[src/rtl/bus_arbiter_2p_pkg.sv]
// ---------------------------------------------------------------------------
// bus_arbiter_2p_pkg
//   Shared constants and types for the two-port memory bus arbiter.
//   - ARB_* : owner / grant encodings (legacy 2-bit values kept stable so
//             existing debug scripts can decode dbg_owner directly).
//   - DSZ_* : data_size encodings shared with the Memory stage.
//   - bus_req_t : one port's view of the downstream request bundle.
// ---------------------------------------------------------------------------
package bus_arbiter_2p_pkg;

    localparam logic [1:0] ARB_NONE = 2'b00;
    localparam logic [1:0] ARB_I    = 2'b01;
    localparam logic [1:0] ARB_D    = 2'b10;

    localparam logic [2:0] DSZ_BYTE = 3'b001;
    localparam logic [2:0] DSZ_HALF = 3'b010;
    localparam logic [2:0] DSZ_WORD = 3'b100;

    typedef struct packed {
        logic [31:0] addr;
        logic        rd_req;
        logic        wr_req;
        logic [31:0] wr_data;
        logic [2:0]  data_size;
    } bus_req_t;

    // A port "requests" when either direction is asserted; D may assert
    // both at once and that combination is forwarded as-is.
    function automatic logic req_of(input bus_req_t r);
        return r.rd_req | r.wr_req;
    endfunction

endpackage

[src/rtl/bus_arbiter_2p_arb_starve_ctr.sv]
// ---------------------------------------------------------------------------
// arb_starve_ctr
//   Saturating up-counter tracking how long the fetch port has been kept
//   waiting. Clear has priority over increment.
//   Ports:
//     clk, rst_n : clock, asynchronous active-low reset
//     inc        : count one more waiting cycle (stops at LIMIT)
//     clr        : return to zero
//     cnt        : current count (debug visibility)
//     sat        : cnt == LIMIT
// ---------------------------------------------------------------------------
module arb_starve_ctr #(
    parameter int LIMIT = 4,
    parameter int W     = 3
) (
    input  logic         clk,
    input  logic         rst_n,
    input  logic         inc,
    input  logic         clr,
    output logic [W-1:0] cnt,
    output logic         sat
);

    logic [W-1:0] cnt_q;
    logic [W-1:0] cnt_d;

    assign sat = (cnt_q == W'(LIMIT));
    assign cnt = cnt_q;

    always_comb begin
        cnt_d = cnt_q;
        if (clr) begin
            cnt_d = '0;
        end else if (inc && !sat) begin
            cnt_d = cnt_q + W'(1);
        end
    end

    always_ff @(posedge clk or negedge rst_n) begin
        if (!rst_n) begin
            cnt_q <= '0;
        end else begin
            cnt_q <= cnt_d;
        end
    end

endmodule

[src/rtl/bus_arbiter_2p.sv]
// ---------------------------------------------------------------------------
// bus_arbiter_2p
//   Shares the single system memory bus between instruction fetch (I, read
//   only) and the Memory-stage data port (D). Uncontended accesses pass
//   straight through with no added latency. D wins contention unless the
//   fetch port has waited STARVE_LIMIT cycles. D can hold the bus across
//   multi-access sequences with d_lock.
//
//   Handshake (all three ports): a port raises rd_req/wr_req with address and
//   data stable; the access completes in a cycle where the request is high
//   and rw_wait is low. rw_wait is combinational. A request may be dropped
//   while stalled (pipeline flush); that abandons the access.
//
//   Ports:
//     clk, Nrst                    : clock, asynchronous active-low reset
//     i_busaddr/i_rd_req           : fetch request     -> i_rw_wait, i_rd_data
//     d_busaddr/d_rd_req/d_wr_req/
//     d_wr_data/d_data_size/d_lock : data request      -> d_rw_wait, d_rd_data
//     m_*                          : downstream bus (m_rw_wait, m_rd_data in)
//     dbg_owner, dbg_starve_cnt    : registered state for observation
// ---------------------------------------------------------------------------
module bus_arbiter_2p
    import bus_arbiter_2p_pkg::*;
#(
    parameter int STARVE_LIMIT = 4,
    parameter int CNT_W        = 3
) (
    input  logic             clk,
    input  logic             Nrst,
    // fetch port
    input  logic [31:0]      i_busaddr,
    input  logic             i_rd_req,
    output logic             i_rw_wait,
    output logic [31:0]      i_rd_data,
    // data port
    input  logic [31:0]      d_busaddr,
    input  logic             d_rd_req,
    input  logic             d_wr_req,
    input  logic [31:0]      d_wr_data,
    input  logic [2:0]       d_data_size,
    input  logic             d_lock,
    output logic             d_rw_wait,
    output logic [31:0]      d_rd_data,
    // downstream bus
    output logic [31:0]      m_busaddr,
    output logic             m_rd_req,
    output logic             m_wr_req,
    output logic [31:0]      m_wr_data,
    output logic [2:0]       m_data_size,
    input  logic             m_rw_wait,
    input  logic [31:0]      m_rd_data,
    // debug
    output logic [1:0]       dbg_owner,
    output logic [CNT_W-1:0] dbg_starve_cnt
);

    logic [1:0] owner_q;
    logic [1:0] owner_d;
    logic [1:0] grant;

    bus_req_t   i_bus;
    bus_req_t   d_bus;
    bus_req_t   m_bus;

    logic       i_req;
    logic       d_req;
    logic       lock_hold;
    logic       starve_sat;
    logic       starve_inc;
    logic       starve_clr;

    // Fetch never writes; it always reads a full word.
    assign i_bus = '{addr: i_busaddr, rd_req: i_rd_req, wr_req: 1'b0,
                     wr_data: 32'h0, data_size: DSZ_WORD};
    assign d_bus = '{addr: d_busaddr, rd_req: d_rd_req, wr_req: d_wr_req,
                     wr_data: d_wr_data, data_size: d_data_size};

    assign i_req = req_of(i_bus);
    assign d_req = req_of(d_bus);

    // D keeps the bus between the accesses of a locked sequence even in
    // cycles where it has no request up; starvation cannot break this.
    assign lock_hold = (owner_q == ARB_D) && d_lock;

    // Grant. An owner whose request has dropped (flush) loses the bus at
    // once and the cycle is re-arbitrated. The starvation flip is only
    // consulted here, at a free arbitration point.
    always_comb begin
        grant = ARB_NONE;
        if (!Nrst) begin
            grant = ARB_NONE;
        end else if (lock_hold) begin
            grant = d_req ? ARB_D : ARB_NONE;
        end else if ((owner_q == ARB_I) && i_req) begin
            grant = ARB_I;
        end else if ((owner_q == ARB_D) && d_req) begin
            grant = ARB_D;
        end else if (i_req && d_req) begin
            grant = starve_sat ? ARB_I : ARB_D;
        end else if (i_req) begin
            grant = ARB_I;
        end else if (d_req) begin
            grant = ARB_D;
        end
    end

    // Forwarding mux
    always_comb begin
        m_bus = '0;
        case (grant)
            ARB_I:   m_bus = i_bus;
            ARB_D:   m_bus = d_bus;
            default: m_bus = '0;
        endcase
    end

    assign m_busaddr   = m_bus.addr;
    assign m_rd_req    = m_bus.rd_req;
    assign m_wr_req    = m_bus.wr_req;
    assign m_wr_data   = m_bus.wr_data;
    assign m_data_size = m_bus.data_size;

    assign i_rw_wait = (grant == ARB_I) ? m_rw_wait : 1'b1;
    assign d_rw_wait = (grant == ARB_D) ? m_rw_wait : 1'b1;
    assign i_rd_data = m_rd_data;
    assign d_rd_data = m_rd_data;

    // Next owner: hold through a stall, keep D across a locked sequence
    // (including idle gaps inside it), otherwise release.
    always_comb begin
        owner_d = ARB_NONE;
        if ((grant != ARB_NONE) && m_rw_wait) begin
            owner_d = grant;
        end else if (d_lock && ((grant == ARB_D) || (owner_q == ARB_D))) begin
            owner_d = ARB_D;
        end
    end

    always_ff @(posedge clk or negedge Nrst) begin
        if (!Nrst) begin
            owner_q <= ARB_NONE;
        end else begin
            owner_q <= owner_d;
        end
    end

    // A granted-but-stalled fetch neither counts up nor clears.
    assign starve_clr = !i_rd_req || ((grant == ARB_I) && !m_rw_wait);
    assign starve_inc = i_rd_req && (grant != ARB_I);

    arb_starve_ctr #(
        .LIMIT (STARVE_LIMIT),
        .W     (CNT_W)
    ) u_starve_ctr (
        .clk   (clk),
        .rst_n (Nrst),
        .inc   (starve_inc),
        .clr   (starve_clr),
        .cnt   (dbg_starve_cnt),
        .sat   (starve_sat)
    );

    assign dbg_owner = owner_q;

endmodule

[config.mk]
export PLATFORM = sky130hd
export DESIGN_NAME = bus_arbiter_2p
export DESIGN_NICKNAME = d
export VERILOG_FILES = /design/src/rtl/bus_arbiter_2p_pkg.sv /design/src/rtl/bus_arbiter_2p_arb_starve_ctr.sv /design/src/rtl/bus_arbiter_2p.sv
export SDC_FILE = /design/constraint.sdc
export NUM_CORES = 1
export LEC_CHECK = 0
export CAP_MARGIN = 40
export CORE_AREA = 2 2 108 110
export CTS_CLUSTER_SIZE = 14
export DETAILED_ROUTE_END_ITERATION = 10
export DIE_AREA = 0 0 110 112
export PLACE_DENSITY = 0.67
export SKIP_CTS_REPAIR_TIMING = 1
export SLEW_MARGIN = 10
export SYNTH_ARGS = -nofsm -noshare
export SYNTH_HDL_FRONTEND = slang
export SYNTH_SLANG_ARGS = --single-unit
[constraint.sdc]
create_clock -name clk -period 5.9 [get_ports clk]
set_input_delay 1.18 -clock clk [delete_from_list [all_inputs] [get_ports clk]]
set_output_delay 1.18 -clock clk [all_outputs]
set_load 0.01 [all_outputs]
==> results of run 1 <==
-- per-stage QoR --
| stage | instance area, um^2 | worst slack, ns | instances | hold slack (ns) |
|---|---|---|---|---|
| after floorplan | 1570 | 2.37 | 228 | 0.596 |
| after global placement | 3050 | 0.604 | 475 | 0.580 |
| after detailed placement | 3080 | 0.835 | 476 | 0.602 |
| after CTS | 3150 | 0.830 | 480 | 0.610 |
| after global routing | 3150 | 0.684 | 480 | 0.652 |
| final | 3150 | 0.861 | 480 | 0.612 |
-- cells in the mapped netlist, drive strengths merged (2+ instances only) --
cell type	n	area (um^2)
ha	6	75.1
buf	74	531
dfrtp	5	125
a22oi	33	248
a21oi	3	15.0
nand3	2	10.0
o31ai	3	22.5
and2	35	219
clkbuf	6	22.5
o21ai	3	18.8
nand2b	4	25.0
nand2	3	11.3
inv	4	15.0
nor2	36	135
-- per-layer routing --
layer	part of all wire [%]	wire, um
met3	6.2	439
met4	2.2	158
met1	41	2880
met5	0	0
met2	51	3620
-- logic make-up (layout without fill, tap and decap cells) --
| family | Yosys count | after routing |
|---|---|---|
| AO/OA/AOI/OAI | 48 | 48 |
| AND/OR/NAND/NOR | 85 | 85 |
| adder cells (fa/ha/maj) | 6 | 6 |
| buffers and inverters | 84 | 193 |
| flip-flops | 5 | 5 |
-- how the worst max path moves through the flow --
stage,from,endpoint,slack (ns),cells past startpoint
final,Nrst,m_busaddr[7],0.86,7
after global routing,Nrst,m_busaddr[14],0.68,7
after detailed placement,Nrst,m_rd_req,0.83,7
after CTS,Nrst,m_rd_req,0.83,7
after global placement,Nrst,m_rd_req,0.60,6
after floorplan,i_rd_req,m_busaddr[0],2.37,7
-- state kept, by name, indices dropped and copies added (netlist names) --
| register | cells |
|---|---|
| dbg_owner | 2 |
| u_starve_ctr.cnt | 3 |
-- worst register-to-register path, delay by kind of cell (launching register included) --
kind	cells	cell delay, ns
flip-flops	1	0.37
AO/OA/AOI/OAI	4	0.64
AND/OR/NAND/NOR	1	0.15
adder cells (fa/ha/maj)	2	0.83
buffers and inverters	1	0.09
-- where the power goes --
part           switching, uW  total, uW  internal [uW]
Combinational           84.4        227            142
Sequential              3.42       41.6           38.2
Clock                   23.9        114           89.7
Total                    112        382            270
-- area by class of cell --
type / instances / area share [%]
timing repair buffer: 185 / 59.4
multi-input combinational: 139 / 28.0
tap: 143 / 5.67
sequential: 5 / 3.97
clock buffer: 4 / 2.50
inverter: 4 / 0.476
==> impl_metrics.toml, run 1 <==
[die]
start_util_pct = 14.1
ioPinCount = 278
fp.coreArea_um2 = 11200
rows = 39
fp.dieArea_um2 = 12300
die_y_um = 112
fp.dieW_um = 110

[clock_network]
cts_tree = "yes"
cts_buffers = 3
cts.sinks = 5
cts.htree.levels = 1
clockBufferDepth = 2
clockRootBuffer = "clkbuf_16"
clk_pin_slew_worst_paths_ns = 0.03
worstSkewPairLatency_ns = 0.23

[worst_setup_path]
critPathTopFamily = "buffers and inverters"
r2r-start = "u_starve_ctr.cnt[0]$_DFFE_PN0P_"
cp_data_required_time_ns = 4.72
crit_path_cell_trace = "clkdlybuf4s50_1 > o21ai_0 > or2_1 > ha_1 > buf_16 > nor2_1 > clkdlybuf4s50_1"
path_class = "input port to primary output"
cp_max_fo = 21
crit_slowest_cell = "clkdlybuf4s50_1"
worstSetupStartpointType = "input port"
rr_worst_depth = 8
r2r_slack_ns = 3.73
cp_slowest_stage_delay_ns = 0.66
cp-end-kind = "primary output"
cp.arrival_ns = 3.86
rr_endpoint = "dbg_owner[1]$_DFF_PN0_"
path_buf_inv = 3
worst_path_most_repeated_cell = "clkdlybuf4s50_1"

[global_routing]
grt.overflow.total = 0
grt_pass1_wl_um = 10400
grt_max_degree = 48
met2_usage_pct = 18.8
gr-usage-met1_pct = 13.4
first_global_vias = 1899
grt_busiest_layer = "met2"
antenna_found_initial = 0
grtUsageMet3_pct = 1.29
track_usage_pct = 10.7

[route]
initialDrtViolationCount = 165
vias = 1911
via_per_inst = 3.98
wl_um = 7110
drt_pre_antenna_iters = 4
ant_nets = 0
drc_errors = 0
wl_per_cell_um = 14.8

[hold_path]
holdPathStages = 2
worstHoldStart = "u_starve_ctr.cnt[1]$_DFFE_PN0P_"
min_to = "u_starve_ctr.cnt[1]$_DFFE_PN0P_"
hp-class = "flip-flop to flip-flop"

[power]
p_leak_uw = 0.00114
ir_drop_uv = 143
total_power_uw = 382
power.density_nw_per_um2 = 121

[finish]
drive_above_1_share_pct = 3.86
final_nets = 482
syn_to_final_growth_pct = 101
layout_commonest_cell = "clkdlybuf4s50_1"
final_cell_mix = "clkdlybuf4s50_1 (181), nor2_1 (36), and2_1 (35)"
antennaDiodeCount = 0
multiInputGateArea_um2 = 882
seqCellArea_um2 = 125
utilization_pct = 28.2
fill_cells = 1185

[sta]
tightest_slew_ns = 0.587
setup_tns_ns = 0
rsz0062_at_grt = "false"
setup_viol = 0
fmax_mhz = 198
slew_viol_final = 0
hold_violations = 0
clock_skew_ns = 0.000682
finalCritPeriodShare_pct = 85.4
relSlewSlack_pct = 60.9
fin_crit_ns = 5.04

[logic_synthesis]
synthXorXnorAreaFrac_pct = 0
synth_area_um2 = 1570
synth-compound-area-share_pct = 23.0
synth_edf_count = 0
ys_ff_latch = 5
dominantRegCellSynth = "dfrtp_1"
yosys_warnings = 0
synth_fa_ha_area_share_pct = 4.77
synthCells = 228
async_reset_ff_share_pct = 100
synth_cell_types = 28
synth_top_family_by_area = "buffers and inverters"
synth_mux_area_share_pct = 0
yosysSeqAreaShare_pct = 7.96
syn_avg_cell_area_um2 = 6.90
synthSimpleGateAreaFrac_pct = 28.2
synthesis.nets = 372

[placement]
routabilityCongestion = 0.847
dp_hpwl_um = 5980
numPortBuffers = 181

[run]
cap_violations = 0

[status]
outcome = "complete, no violations"
(Power assumes the default switching activity.)
==> inputs of run 2 (changes only) <==
--- a/config.mk
+++ b/config.mk
@@ -5,12 +5,13 @@
 export SDC_FILE = /design/constraint.sdc
 export NUM_CORES = 1
 export LEC_CHECK = 0
+export ABC_AREA = 1
 export CAP_MARGIN = 40
-export CORE_AREA = 2 2 108 110
+export CORE_AREA = 2 2 109 111
 export CTS_CLUSTER_SIZE = 14
 export DETAILED_ROUTE_END_ITERATION = 10
-export DIE_AREA = 0 0 110 112
-export PLACE_DENSITY = 0.67
+export DIE_AREA = 0 0 111 113
+export PLACE_DENSITY = 0.57
 export SKIP_CTS_REPAIR_TIMING = 1
 export SLEW_MARGIN = 10
 export SYNTH_ARGS = -nofsm -noshare
==> impl_metrics.toml, run 2 <==
[status]
outcome = "complete, no violations"

[die]
rows = 39
fp.dieArea_um2 = 12500
fp.coreArea_um2 = 11300
ioPinCount = 278
start_util_pct = 15.4
die_y_um = 113
fp.dieW_um = 111

[logic_synthesis]
synthCells = 305
ys_ff_latch = 5
yosys_warnings = 0
dominantRegCellSynth = "dfrtp_1"
yosysMostFrequentCell = "nand2_1"
synth.top_cell.area_share_pct = 29.0
yosysSeqAreaShare_pct = 7.22
synth_edf_count = 0
yosys.area.top_type = "buf_4"
syn_avg_cell_area_um2 = 5.69
synthesis.nets = 449
ys_top_cells_by_area = "buf_4 (29%), nand2_1 (24%), inv_1 (10%), a21oi_1 (8.1%), dfrtp_1 (7.2%)"
synthTopCellsByCount = "nand2_1 (111), buf_4 (67), inv_1 (48)"
synth_cell_types = 21
async_reset_ff_share_pct = 100
synth_area_um2 = 1730

[global_routing]
grt.overflow.total = 0
track_usage_pct = 9.84
first_global_vias = 2102
antenna_found_initial = 0
grt_max_degree = 35
grt_pass1_wl_um = 10200

[clock_network]
clockRootBuffer = "clkbuf_16"
cts.htree.levels = 1
cts_buffers = 3
worstSkewPairLatency_ns = 0.23
cts_tree = "yes"
clk_pin_slew_worst_paths_ns = 0.03
cts.sinks = 5
clockBufferDepth = 2

[finish]
largest_reg_flops = 3
final_cell_mix = "clkdlybuf4s50_1 (181), nand2_1 (111), inv_1 (48)"
antennaDiodeCount = 0
final_nets = 559
syn_to_final_growth_pct = 85.9
layout_commonest_cell = "clkdlybuf4s50_1"
drive_above_1_share_pct = 4.59

[sta]
tightest_slew_ns = 0.550
setup_tns_ns = 0
fmax_mhz = 198
fin_crit_ns = 5.06
setup_viol = 0
hold_violations = 0
relSlewSlack_pct = 63.3
finalCritPeriodShare_pct = 85.8
slew_viol_final = 0
rsz0062_at_grt = "false"
clock_skew_ns = 0.00163

[worst_setup_path]
crit_slowest_cell = "clkdlybuf4s50_1"
cp_data_required_time_ns = 4.72
worstSetupStartpointType = "input port"
cp_slowest_stage_delay_ns = 0.57
path_buf_inv = 4
cp.arrival_ns = 3.88
critPathTopFamily = "buffers and inverters"
cp_max_fo = 21
path_class = "input port to primary output"
cp-end-kind = "primary output"
crit_path_cell_trace = "clkdlybuf4s50_1 > nor2_1 > nor2_1 > nand2_1 > nand3_2 > inv_1 > ha_1 > buf_4 > nand2_1 > a21oi_1 > clkdlybuf4s50_1"

[route]
wl_um = 6670
via_per_inst = 3.77
ant_nets = 0
drt_pre_antenna_iters = 4
wl_per_cell_um = 12.0
initialDrtViolationCount = 72
drc_errors = 0
vias = 2101

[power]
power.density_nw_per_um2 = 120
ir_drop_uv = 67.2
total_power_uw = 388
p_leak_uw = 0.00144

[placement]
numPortBuffers = 181
routabilityCongestion = 0.802
dp_hpwl_um = 5630

[hold_path]
hp-class = "flip-flop to flip-flop"

[run]
cap_violations = 0
==> run 2: changes by cell type in the layout (fill, tap and decap cells not counted), moves of 2 or more <==
cell / previous run / this run
nand2_1: 3 / 111
inv_1: 3 / 48
and2_1: 35 / 0
a22oi_1: 33 / 0
nor2_1: 36 / 8
a21oi_1: 3 / 28
a21oi_2: 0 / 6
nand2b_1: 4 / 0
o31ai_1: 3 / 0
nand2_2: 0 / 2
==> run 2: worst reg2reg max path, stage by stage, from the launching register on <==
cell and delay (ns):
dfrtp_1 0.41, inv_1 0.07, ha_1 0.19, nand2_1 0.09, inv_1 0.05, nand2_1 0.05, nand2_1 0.07, nand2_1 0.08
nand2_1 0.11, inv_1 0.08, ha_2 0.52, inv_1 0.09, nand2_1 0.08, nand3b_1 0.08, nand2_1 0.07
==> run 2: path summary, 6_finish.rpt <==
kind	from	end	slack, ns	depth (start not counted)
setup / recovery	d_wr_req	m_busaddr[25]	0.84	11
hold / removal	u_starve_ctr.cnt[1]$_DFFE_PN0P_	u_starve_ctr.cnt[1]$_DFFE_PN0P_	0.60	2
setup reg to reg	u_starve_ctr.cnt[0]$_DFFE_PN0P_	dbg_owner[1]$_DFF_PN0_	3.80	14
hold reg to reg	u_starve_ctr.cnt[1]$_DFFE_PN0P_	u_starve_ctr.cnt[1]$_DFFE_PN0P_	0.60	2
max in group asynchronous	Nrst	u_starve_ctr.cnt[2]$_DFFE_PN0P_	4.46	1
min in group asynchronous	Nrst	dbg_owner[0]$_DFF_PN0_	1.21	1
==> run 2: cell families after synthesis <==
kind of cell / after synthesis / share of synthesized area [%]
buf+inv: 128 / 46.4
compound gates: 37 / 12.1
xor+xnor: 1 / 0.505
fa+ha+maj: 6 / 4.33
simple gates: 128 / 29.4
flops: 5 / 7.22
==> run 2: final cells by class <==
type                    count  area [um^2]
clock buffers               4         78.8
fillers                  1263         8050
inverters                  48          180
multi-input cells         172          807
flip-flops and latches      5          125
well taps                 143          179
repair buffers            185         1850
==> run 2: power by group <==
| part | total [uW] | internal (uW) | switching [uW] |
|---|---|---|---|
| sequential | 44.1 | 39.3 | 4.81 |
| combinational | 232 | 137 | 94.5 |
| clock | 112 | 89.5 | 22.4 |
| total | 388 | 266 | 122 |
==> run 2: through the flow <==
| step | cell area, um^2 | util (%) | hold slack [ns] | setup WS, ns | std cells |
|---|---|---|---|---|---|
| floorplan | 1730 | - | 0.589 | 2.35 | 305 |
| global placement | 3150 | 27.9 | 0.574 | 0.807 | 553 |
| detailed placement | 3150 | 27.9 | 0.588 | 0.787 | 553 |
| CTS | 3220 | 28.6 | 0.599 | 0.769 | 557 |
| global route | 3220 | 28.6 | 0.632 | 0.470 | 557 |
| finish | 3220 | 28.6 | 0.600 | 0.840 | 557 |
==> run 2: per-layer routing <==
metal / wire length (um) / track usage [%]
met1: 2500 / 10.4
met2: 3240 / 18.4
met3: 681 / 2.46
met4: 248 / 4.50
met5: 0 / 0
